--- src/rtl/img_template_match_if.sv ---
// Bus bundle for img_template_match: template write port, frame control, pixel stream and results.
`timescale 1ns/1ps
interface img_template_match_if #(
    parameter int DATA_W   = 10,
    parameter int COORD_W  = 13,
    parameter int TPL_LOG2 = 4,
    parameter int SAD_W    = 28
);
    logic                    iWR_EN;
    logic [2*TPL_LOG2-1:0]   iWR_ADDR;
    logic [DATA_W-1:0]       iWR_DATA;
    logic [COORD_W-1:0]      iORG_X;
    logic [COORD_W-1:0]      iORG_Y;
    logic                    iSTART;
    logic                    iFRAME_END;
    logic                    iDVAL;
    logic [COORD_W-1:0]      iX;
    logic [COORD_W-1:0]      iY;
    logic [DATA_W-1:0]       iDATA;
    logic                    oTPL_VAL;
    logic [DATA_W-1:0]       oTPL;
    logic                    oBUSY;
    logic                    oDONE;
    logic [SAD_W-1:0]        oSCORE;
    logic [2*COORD_W-1:0]    oHITS;

    modport master (
        output iWR_EN, iWR_ADDR, iWR_DATA, iORG_X, iORG_Y, iSTART, iFRAME_END,
               iDVAL, iX, iY, iDATA,
        input  oTPL_VAL, oTPL, oBUSY, oDONE, oSCORE, oHITS
    );

    modport slave (
        input  iWR_EN, iWR_ADDR, iWR_DATA, iORG_X, iORG_Y, iSTART, iFRAME_END,
               iDVAL, iX, iY, iDATA,
        output oTPL_VAL, oTPL, oBUSY, oDONE, oSCORE, oHITS
    );
endinterface

--- src/rtl/img_template_match.sv ---
// Writable template lookup over a pixel window with a per-frame saturating SAD and hit count.
// state | meaning
// IDLE  | waiting for iSTART; template writes allowed
// RUN   | accepting pixels into the 3-stage lookup pipeline
// FLUSH | 3 cycles draining the pipeline after iFRAME_END
// DONE  | one cycle: oDONE high, oSCORE/oHITS just updated; writes allowed
`timescale 1ns/1ps
module img_template_match #(
    parameter int DATA_W   = 10,
    parameter int COORD_W  = 13,
    parameter int TPL_LOG2 = 4,
    parameter int HALVING  = 4,
    parameter int SAD_W    = 28
) (
    input  logic               iCLK,
    input  logic               iRST,
    img_template_match_if.slave bus
);
    localparam int AW    = 2 * TPL_LOG2;
    localparam int HW    = 2 * COORD_W;
    localparam int WIN   = 2 ** (TPL_LOG2 + HALVING);

    typedef enum logic [1:0] {S_IDLE, S_RUN, S_FLUSH, S_DONE} state_t;

    state_t             state_q, state_d;
    logic [1:0]         flush_q, flush_d;
    logic [SAD_W-1:0]   sad_q, sad_d, score_q, score_d;
    logic [HW-1:0]      hits_q, hits_d, hits_out_q, hits_out_d;

    logic [COORD_W-1:0] org_x_q, org_y_q;
    logic               s0_vld_q, s0_inwin_q, s1_vld_q, s1_inwin_q, tpl_val_q;
    logic [AW-1:0]      s0_addr_q;
    logic [DATA_W-1:0]  s0_pix_q, s1_pix_q, rd_q, tpl_q, diff_q;

    logic [DATA_W-1:0]  mem [2**AW];

    logic signed [COORD_W:0] dx, dy;
    logic               inwin;
    logic [AW-1:0]      addr;
    logic [DATA_W-1:0]  diff;
    logic [SAD_W:0]     sad_sum;
    logic               wr_ok;

    assign dx    = $signed({1'b0, bus.iX}) - $signed({1'b0, org_x_q});
    assign dy    = $signed({1'b0, bus.iY}) - $signed({1'b0, org_y_q});
    assign inwin = !dx[COORD_W] && !dy[COORD_W]
                && (dx[COORD_W-1:0] < COORD_W'(WIN)) && (dy[COORD_W-1:0] < COORD_W'(WIN));
    assign addr  = {dy[HALVING+TPL_LOG2-1:HALVING], dx[HALVING+TPL_LOG2-1:HALVING]};
    assign diff  = (s1_pix_q >= rd_q) ? (s1_pix_q - rd_q) : (rd_q - s1_pix_q);
    assign sad_sum = {1'b0, sad_q} + (SAD_W+1)'(diff_q);
    assign wr_ok = (state_q == S_IDLE) || (state_q == S_DONE);

    // Template RAM has no reset so its contents survive iRST.
    always_ff @(posedge iCLK) begin
        if (wr_ok && bus.iWR_EN)
            mem[bus.iWR_ADDR] <= bus.iWR_DATA;
        rd_q <= mem[s0_addr_q];
    end

    always_ff @(posedge iCLK or posedge iRST) begin
        if (iRST) begin
            org_x_q    <= '0;
            org_y_q    <= '0;
            s0_vld_q   <= 1'b0;
            s0_inwin_q <= 1'b0;
            s0_addr_q  <= '0;
            s0_pix_q   <= '0;
            s1_vld_q   <= 1'b0;
            s1_inwin_q <= 1'b0;
            s1_pix_q   <= '0;
            tpl_val_q  <= 1'b0;
            tpl_q      <= '0;
            diff_q     <= '0;
        end else if (bus.iSTART) begin
            org_x_q   <= bus.iORG_X;
            org_y_q   <= bus.iORG_Y;
            s0_vld_q  <= 1'b0;
            s1_vld_q  <= 1'b0;
            tpl_val_q <= 1'b0;
        end else begin
            s0_vld_q   <= (state_q == S_RUN) && bus.iDVAL;
            s0_inwin_q <= inwin;
            s0_addr_q  <= addr;
            s0_pix_q   <= bus.iDATA;
            s1_vld_q   <= s0_vld_q;
            s1_inwin_q <= s0_inwin_q;
            s1_pix_q   <= s0_pix_q;
            tpl_val_q  <= s1_vld_q && s1_inwin_q;
            if (s1_vld_q)
                tpl_q <= rd_q;
            diff_q     <= diff;
        end
    end

    always_ff @(posedge iCLK or posedge iRST) begin
        if (iRST) begin
            state_q    <= S_IDLE;
            flush_q    <= '0;
            sad_q      <= '0;
            hits_q     <= '0;
            score_q    <= '0;
            hits_out_q <= '0;
        end else begin
            state_q    <= state_d;
            flush_q    <= flush_d;
            sad_q      <= sad_d;
            hits_q     <= hits_d;
            score_q    <= score_d;
            hits_out_q <= hits_out_d;
        end
    end

    always_comb begin
        state_d    = state_q;
        flush_d    = flush_q;
        sad_d      = sad_q;
        hits_d     = hits_q;
        score_d    = score_q;
        hits_out_d = hits_out_q;
        if (tpl_val_q) begin
            sad_d  = sad_sum[SAD_W] ? '1 : sad_sum[SAD_W-1:0];
            hits_d = (&hits_q) ? hits_q : hits_q + HW'(1);
        end
        case (state_q)
            S_IDLE: ;
            S_RUN: begin
                if (bus.iFRAME_END) begin
                    state_d = S_FLUSH;
                    flush_d = 2'd2;
                end
            end
            S_FLUSH: begin
                // Last flush cycle: results include the final accumulate.
                if (flush_q == 2'd0) begin
                    state_d    = S_DONE;
                    score_d    = sad_d;
                    hits_out_d = hits_d;
                end else begin
                    flush_d = flush_q - 2'd1;
                end
            end
            S_DONE:  state_d = S_IDLE;
            default: state_d = S_IDLE;
        endcase
        if (bus.iSTART) begin
            state_d    = S_RUN;
            sad_d      = '0;
            hits_d     = '0;
            score_d    = '0;
            hits_out_d = '0;
        end
    end

    assign bus.oTPL_VAL = tpl_val_q;
    assign bus.oTPL     = tpl_q;
    assign bus.oBUSY    = (state_q == S_RUN) || (state_q == S_FLUSH);
    assign bus.oDONE    = (state_q == S_DONE);
    assign bus.oSCORE   = score_q;
    assign bus.oHITS    = hits_out_q;
endmodule
--- src/flat_wrapper.sv ---
// flat-port wrapper written by rule: the top's interface ports become plain ports
module img_template_match_flat 
#(
    parameter int DATA_W   = 10,
    parameter int COORD_W  = 13,
    parameter int TPL_LOG2 = 4,
    parameter int HALVING  = 4,
    parameter int SAD_W    = 28
)
  (iCLK, iRST, bus_iWR_EN, bus_iWR_ADDR, bus_iWR_DATA, bus_iORG_X, bus_iORG_Y, bus_iSTART, bus_iFRAME_END, bus_iDVAL, bus_iX, bus_iY, bus_iDATA, bus_oTPL_VAL, bus_oTPL, bus_oBUSY, bus_oDONE, bus_oSCORE, bus_oHITS);
  img_template_match_if #(.DATA_W(DATA_W), .COORD_W(COORD_W), .TPL_LOG2(TPL_LOG2), .SAD_W(SAD_W)) bus_i ();
  input  logic iCLK;
  input  logic iRST;
  input wire logic [$bits(bus_i.iWR_EN)-1:0] bus_iWR_EN;
  input wire logic [$bits(bus_i.iWR_ADDR)-1:0] bus_iWR_ADDR;
  input wire logic [$bits(bus_i.iWR_DATA)-1:0] bus_iWR_DATA;
  input wire logic [$bits(bus_i.iORG_X)-1:0] bus_iORG_X;
  input wire logic [$bits(bus_i.iORG_Y)-1:0] bus_iORG_Y;
  input wire logic [$bits(bus_i.iSTART)-1:0] bus_iSTART;
  input wire logic [$bits(bus_i.iFRAME_END)-1:0] bus_iFRAME_END;
  input wire logic [$bits(bus_i.iDVAL)-1:0] bus_iDVAL;
  input wire logic [$bits(bus_i.iX)-1:0] bus_iX;
  input wire logic [$bits(bus_i.iY)-1:0] bus_iY;
  input wire logic [$bits(bus_i.iDATA)-1:0] bus_iDATA;
  output wire logic [$bits(bus_i.oTPL_VAL)-1:0] bus_oTPL_VAL;
  output wire logic [$bits(bus_i.oTPL)-1:0] bus_oTPL;
  output wire logic [$bits(bus_i.oBUSY)-1:0] bus_oBUSY;
  output wire logic [$bits(bus_i.oDONE)-1:0] bus_oDONE;
  output wire logic [$bits(bus_i.oSCORE)-1:0] bus_oSCORE;
  output wire logic [$bits(bus_i.oHITS)-1:0] bus_oHITS;
  assign bus_i.iWR_EN = bus_iWR_EN;
  assign bus_i.iWR_ADDR = bus_iWR_ADDR;
  assign bus_i.iWR_DATA = bus_iWR_DATA;
  assign bus_i.iORG_X = bus_iORG_X;
  assign bus_i.iORG_Y = bus_iORG_Y;
  assign bus_i.iSTART = bus_iSTART;
  assign bus_i.iFRAME_END = bus_iFRAME_END;
  assign bus_i.iDVAL = bus_iDVAL;
  assign bus_i.iX = bus_iX;
  assign bus_i.iY = bus_iY;
  assign bus_i.iDATA = bus_iDATA;
  assign bus_oTPL_VAL = bus_i.oTPL_VAL;
  assign bus_oTPL = bus_i.oTPL;
  assign bus_oBUSY = bus_i.oBUSY;
  assign bus_oDONE = bus_i.oDONE;
  assign bus_oSCORE = bus_i.oSCORE;
  assign bus_oHITS = bus_i.oHITS;
  img_template_match #(.DATA_W(DATA_W), .COORD_W(COORD_W), .TPL_LOG2(TPL_LOG2), .HALVING(HALVING), .SAD_W(SAD_W)) u_core (.iCLK(iCLK), .iRST(iRST), .bus(bus_i));
endmodule
--- config.mk ---
export PLATFORM = sky130hd
export DESIGN_NAME = img_template_match_flat
export DESIGN_NICKNAME = d
export VERILOG_FILES = /design/src/rtl/img_template_match_if.sv /design/src/rtl/img_template_match.sv /design/src/flat_wrapper.sv
export SDC_FILE = /design/constraint.sdc
export NUM_CORES = 2
export LEC_CHECK = 0
export ABC_AREA = 1
export CORE_MARGIN = 2
export CORE_UTILIZATION = 60
export DETAILED_ROUTE_END_ITERATION = 8
export PLACE_DENSITY_LB_ADDON = 0.12
export SYNTH_ARGS = -nofsm -noshare
export SYNTH_HDL_FRONTEND = slang
export SYNTH_SLANG_ARGS = --single-unit
--- constraint.sdc ---
create_clock -name iCLK -period 7.92 [get_ports iCLK]
set_clock_uncertainty 0.05 [all_clocks]
set_input_delay 0.792 -clock iCLK [delete_from_list [all_inputs] [get_ports iCLK]]
set_output_delay 0.792 -clock iCLK [all_outputs]
set_load 0.01 [all_outputs]
* Word level (Yosys, flattened, before mapping)
Memories as Yosys holds them, arrays and structs flattened. A register that Yosys moved wholly into a read port is not among the register bits. Cells that the tools add are included.
Cells by class: multiplexer cells 24, equality and inequality tests 7, bitwise operators 1, $lt $le $gt $ge 3, reductions and logical operators 21, add/sub/neg operators 7
Operator list (count):
- 2-to-1 mux 28 bit | 6
- 2-to-1 mux 26 bit | 6
- adder 28 x 10 -> 29 bit | 1
- subtractor 13 x 13 -> 14 bit | 2
- adder 26 x 1 -> 26 bit, second input constant | 1
- < comparator 13 x 9 -> 1 bit, second input constant | 2
- AND reduction 26 bit | 1
- subtractor 10 bit | 2
- >= comparator 10 bit | 1
- 2-to-1 mux 10 bit | 1
- 2-to-1 mux 2 bit | 4
- logical AND 1 bit | 6
- one-hot mux 2 bit (3 select lines) | 1
- AND reduction 3 bit | 2
- nonzero test 2 bit | 3
- 2-to-1 mux 1 bit | 5
- equality test 2 bit, second input constant | 2
- logical NOT 2 bit | 2
- != test 2 bit, second input constant | 2
- one-hot mux 2 bit (2 select lines) | 1
- AND reduction 2 bit | 2
- nonzero test 4 bit | 1
- != test 3 x 2 -> 1 bit, second input constant | 1
- != test 3 bit, second input constant | 1
- other kinds (5) | 7
Storage, ports and cells: input bits 86, RAM bits 2560, logic and storage cells 82, memories 1, register bits after elaboration 191, output and inout port bits 67
Memories:
- u_core.mem | depth 256, bits a word 10, rd ports 1, clocked after memory_dff 1, wr ports 1, line img_template_match.sv:35 | logic [DATA_W-1:0] mem [2**AW];

* Logic depth before layout (Yosys ltp)
depth in word-level cells 6, mapped depth 15, depth with buffers taken out 15

* Least setup slack after synthesis
Ideal clock, no wire load.
path type input-to-reg, start point in bus_iWR_EN, end point mem u_core.mem[100][0], enable pin, arrival 2.027 ns, stages on the path 5, slack 5.467 ns, path buffers 1, library setup time 0.376 ns, data required time 7.494 ns, path through nand2_1 -> nor3_1 -> nand2_1 -> clkbuf_1 -> nor2_1
Between the ends: word-level cells in the longest chain between the ends 3
Ends and longest elaborated chain:
- start, declared | line flat_wrapper.sv:14 | input wire logic [$bits(bus_i.iWR_EN)-1:0] bus_iWR_EN;
- logical AND 1 bit | line img_template_match.sv:55 | if (wr_ok && bus.iWR_EN)
- 2-to-1 mux 1 bit | line img_template_match.sv:55
- 2-to-1 mux 1 bit (implied by the code) | line img_template_match.sv:56 | mem[bus.iWR_ADDR] <= bus.iWR_DATA;
- end, declared | line img_template_match.sv:35
Every way passes these cells.

==> results.cfg <==
[placed_design]
dp_slack_ps = 3460
dp_hpwl_mm = 175
dpl.cell_count = 12280
placed_area_um2 = 118000
portBuffers = 152
gp_congestion = 0.944

[global_route]
antenna_found_initial = 8
grt-ovfl-total = 0
grt_usage = 0.314
grt_pass1_wl_mm = 461
grt_max_degree = 216
grt_pass1_vias = 74601

[worst_setup_path]
critPathLaunch = u_core.s0_addr_q[0]
reg2reg_to = u_core.rd_q[8]
rr_startpoint = u_core.s0_addr_q[0]
critPathLaunchType = flip-flop
worstSetupPathType = reg -> reg
crit_required_ps = 8740
crit_fanout = 92
reg2reg_depth = 12
cp-end-kind = flip-flop
arrival_ps = 5250
rrSetupSlack_ps = 3490

[clock_tree]
insertion_delay_ps = 950
cts_made_buffers = 294
htree_levels = 5
clock-root-buffer = clkbuf_16
cts_resized = 0
cts_hold_buf = 0
clk_pin_slew_ps = 60
ctsLongestPathBuffers = 4
cts_tree = built
clock-sinks = 2761
cts_setup_buffers = 0

[final_layout]
fin_nets = 10212
multi_input_area_um2 = 29400
final_area_um2 = 127000
final-seq-area_um2 = 81900
area_delta_synth_final_pct = 9.87
num-fill-cells = 14069
final_cells = 12781
drive_gt1_frac = 0.0558

[floorplanning]
start_util = 0.605
die_h_um = 442
die_area_um2 = 195000
coreArea_um2 = 190000
ios = 153
die_x_um = 442
rows = 160

[sta]
period_minus_slack_ps = 4430
holdWs_ps = 271
setup_viol = 0
finalWorstSetupSlack_ps = 3490
timing.final.crit_share = 0.559
worst_slew_pin_slew_ps = 1300
rsz0062_at_grt = no
slew-limit-headroom = 0.132
setup_tns_ps = 0
report.final.slew_viol_count = 0
fmax_mhz = 226
hold_viol_final = 0

[synthesis]
syn_area_um2 = 115000
synthArstFlopShare = 0.0692
synth.net_count = 10324
synth-compound-area-share = 0.00965
synth_simple_gate_area_share = 0.235
yosysSeqAreaShare = 0.711
synth.top_cells.by_area = edfxtp_1, nand3_1, nand2_1, dfrtp_1, buf_2
yosys.area.top_type = edfxtp_1
ys.flop_type = edfxtp_1
synth.distinct_cells = 51
yosysMostFrequentCell = nand2_1
avgSynthCellArea_um2 = 11.3
synth_top_family_by_area = simple AND/OR/NAND/NOR gates
synthDominantCellAreaShare = 0.668
synthMuxAreaShare = 0
synth-seq-cells = 2761
synth_edf_count = 2560
synthTopCellsByCount = nand2_1, nand3_1, edfxtp_1, nor2_1, buf_2
synth_adder_area_share = 0.00682
synthXorXnorAreaFrac = 0.00357
synthCells = 10177
synth_warnings = 0

[route]
detail_route.iter0.violations = 11019
finalWirelength_mm = 310
drcViolationCount = 0
avgRoutedWirePerCell_um = 24.3
vias = 78043
firstDrtPassIters = 7
vias_per_cell = 6.11
ant_nets = 0

[min_path]
hold_end = u_core.mem[122][0]
hp-class = in -> reg
min_delay_path_depth = 1
min_from = bus_iWR_DATA[0]

[outcome]
status = finished, final reports clean

[pwr]
power.leakage_nw = 45.8
vdd_drop_max_v = 0.000199
powerDensity_nw_per_um2 = 280

[run]
drv_cap = 0
[logic make-up (layout without fill, tap and decap cells)]
kind of cell    count (synthesis)  count (layout)
flops                        2761            2761
xor+xnor                       47              47
simple gates                 6243            6243
other cells                     0               1
buf+inv                       864             956
compound gates                201             201
fa+ha+maj                      61              61
[per-layer routing]
layer  wire [um]  part of all wire  GRT usage  up-vias
met3       32300              0.10     0.0600      624
li1            -                 -          -    35428
met1      121000              0.39      0.434    37821
met2      146000              0.47      0.500     4166
met5          22          0.000071          0        -
met4       11000             0.035      0.113        4
[state kept, by name, summed over array words and instances (netlist names), 13 cells and up]
| register | count |
|---|---|
| u_core.hits_q | 26 |
| u_core.bus.oHITS | 26 |
| u_core.org_x_q | 13 |
| u_core.bus.oSCORE | 28 |
| u_core.org_y_q | 13 |
| u_core.sad_q | 28 |
| u_core.mem | 2560 |
[cells in the final DEF, fill, tap and decap left out, types with 35 or more instances in the layout]
cell | Yosys | routed
clkdlybuf4s50_1 | 0 | 141
edfxtp_1 | 2560 | 2560
o21ai_0 | 101 | 101
xor2_1 | 35 | 35
a21oi_1 | 56 | 56
nand3_1 | 2630 | 2630
nor2_1 | 363 | 362
dfrtp_1 | 191 | 184
clkbuf_1 | 159 | 66
ha_1 | 58 | 58
nand2_1 | 3144 | 3128
clkbuf_16 | 0 | 302
clkinv_1 | 2 | 55
inv_1 | 202 | 199
buf_4 | 55 | 72
clkinv_2 | 0 | 50
[worst max path at each step]
stage	end	slack [ps]	cells past startpoint
after floorplan	u_core.bus.oHITS[0]	1880	1
after global placement	u_core.mem[101][5]	3420	5
after detailed placement	u_core.mem[99][2]	3460	5
after CTS	u_core.rd_q[8]	3630	12
after global routing	u_core.rd_q[6]	3380	12
final	u_core.rd_q[8]	3490	12
[critical path, cell delays in order (launching register included)]
cell and delay (ps):
dfrtp_4 920, buf_4 780, buf_4 830, nand2_1 150, nand3_1 130, nand3_1 110, nand3_1 160, nand3_1 180
nand3_1 270, nand3_1 290, nand2_1 190, nand2_1 70, nand2_1 80
[area by class of cell]
class	instances	share of cell area
multi-input combinational	6552	0.233
inverter	212	0.00659
clock buffer	372	0.0621
clock inverter	128	0.00677
tap	2511	0.0248
timing repair buffer	244	0.0199
sequential	2761	0.647
antenna	1	0.0000198
[power by group]
group,switching (mW),leakage (nW),internal (mW),total [mW]
logic,4.71,15.9,1.72,6.44
clock network,5.44,4.26,7.28,12.7
registers,0.231,25.6,16.1,16.3
total,10.4,45.8,25.1,35.5
[metrics by stage]
stage | util | power, mW
2_1_floorplan | - | 20.7
3_3_place_gp | 0.619 | 22.8
3_5_place_dp | 0.619 | 22.9
4_1_cts | 0.664 | 35.5
5_1_grt | 0.665 | 36.7
6_report | 0.665 | 35.5
Power figures use the tool's default switching activity.
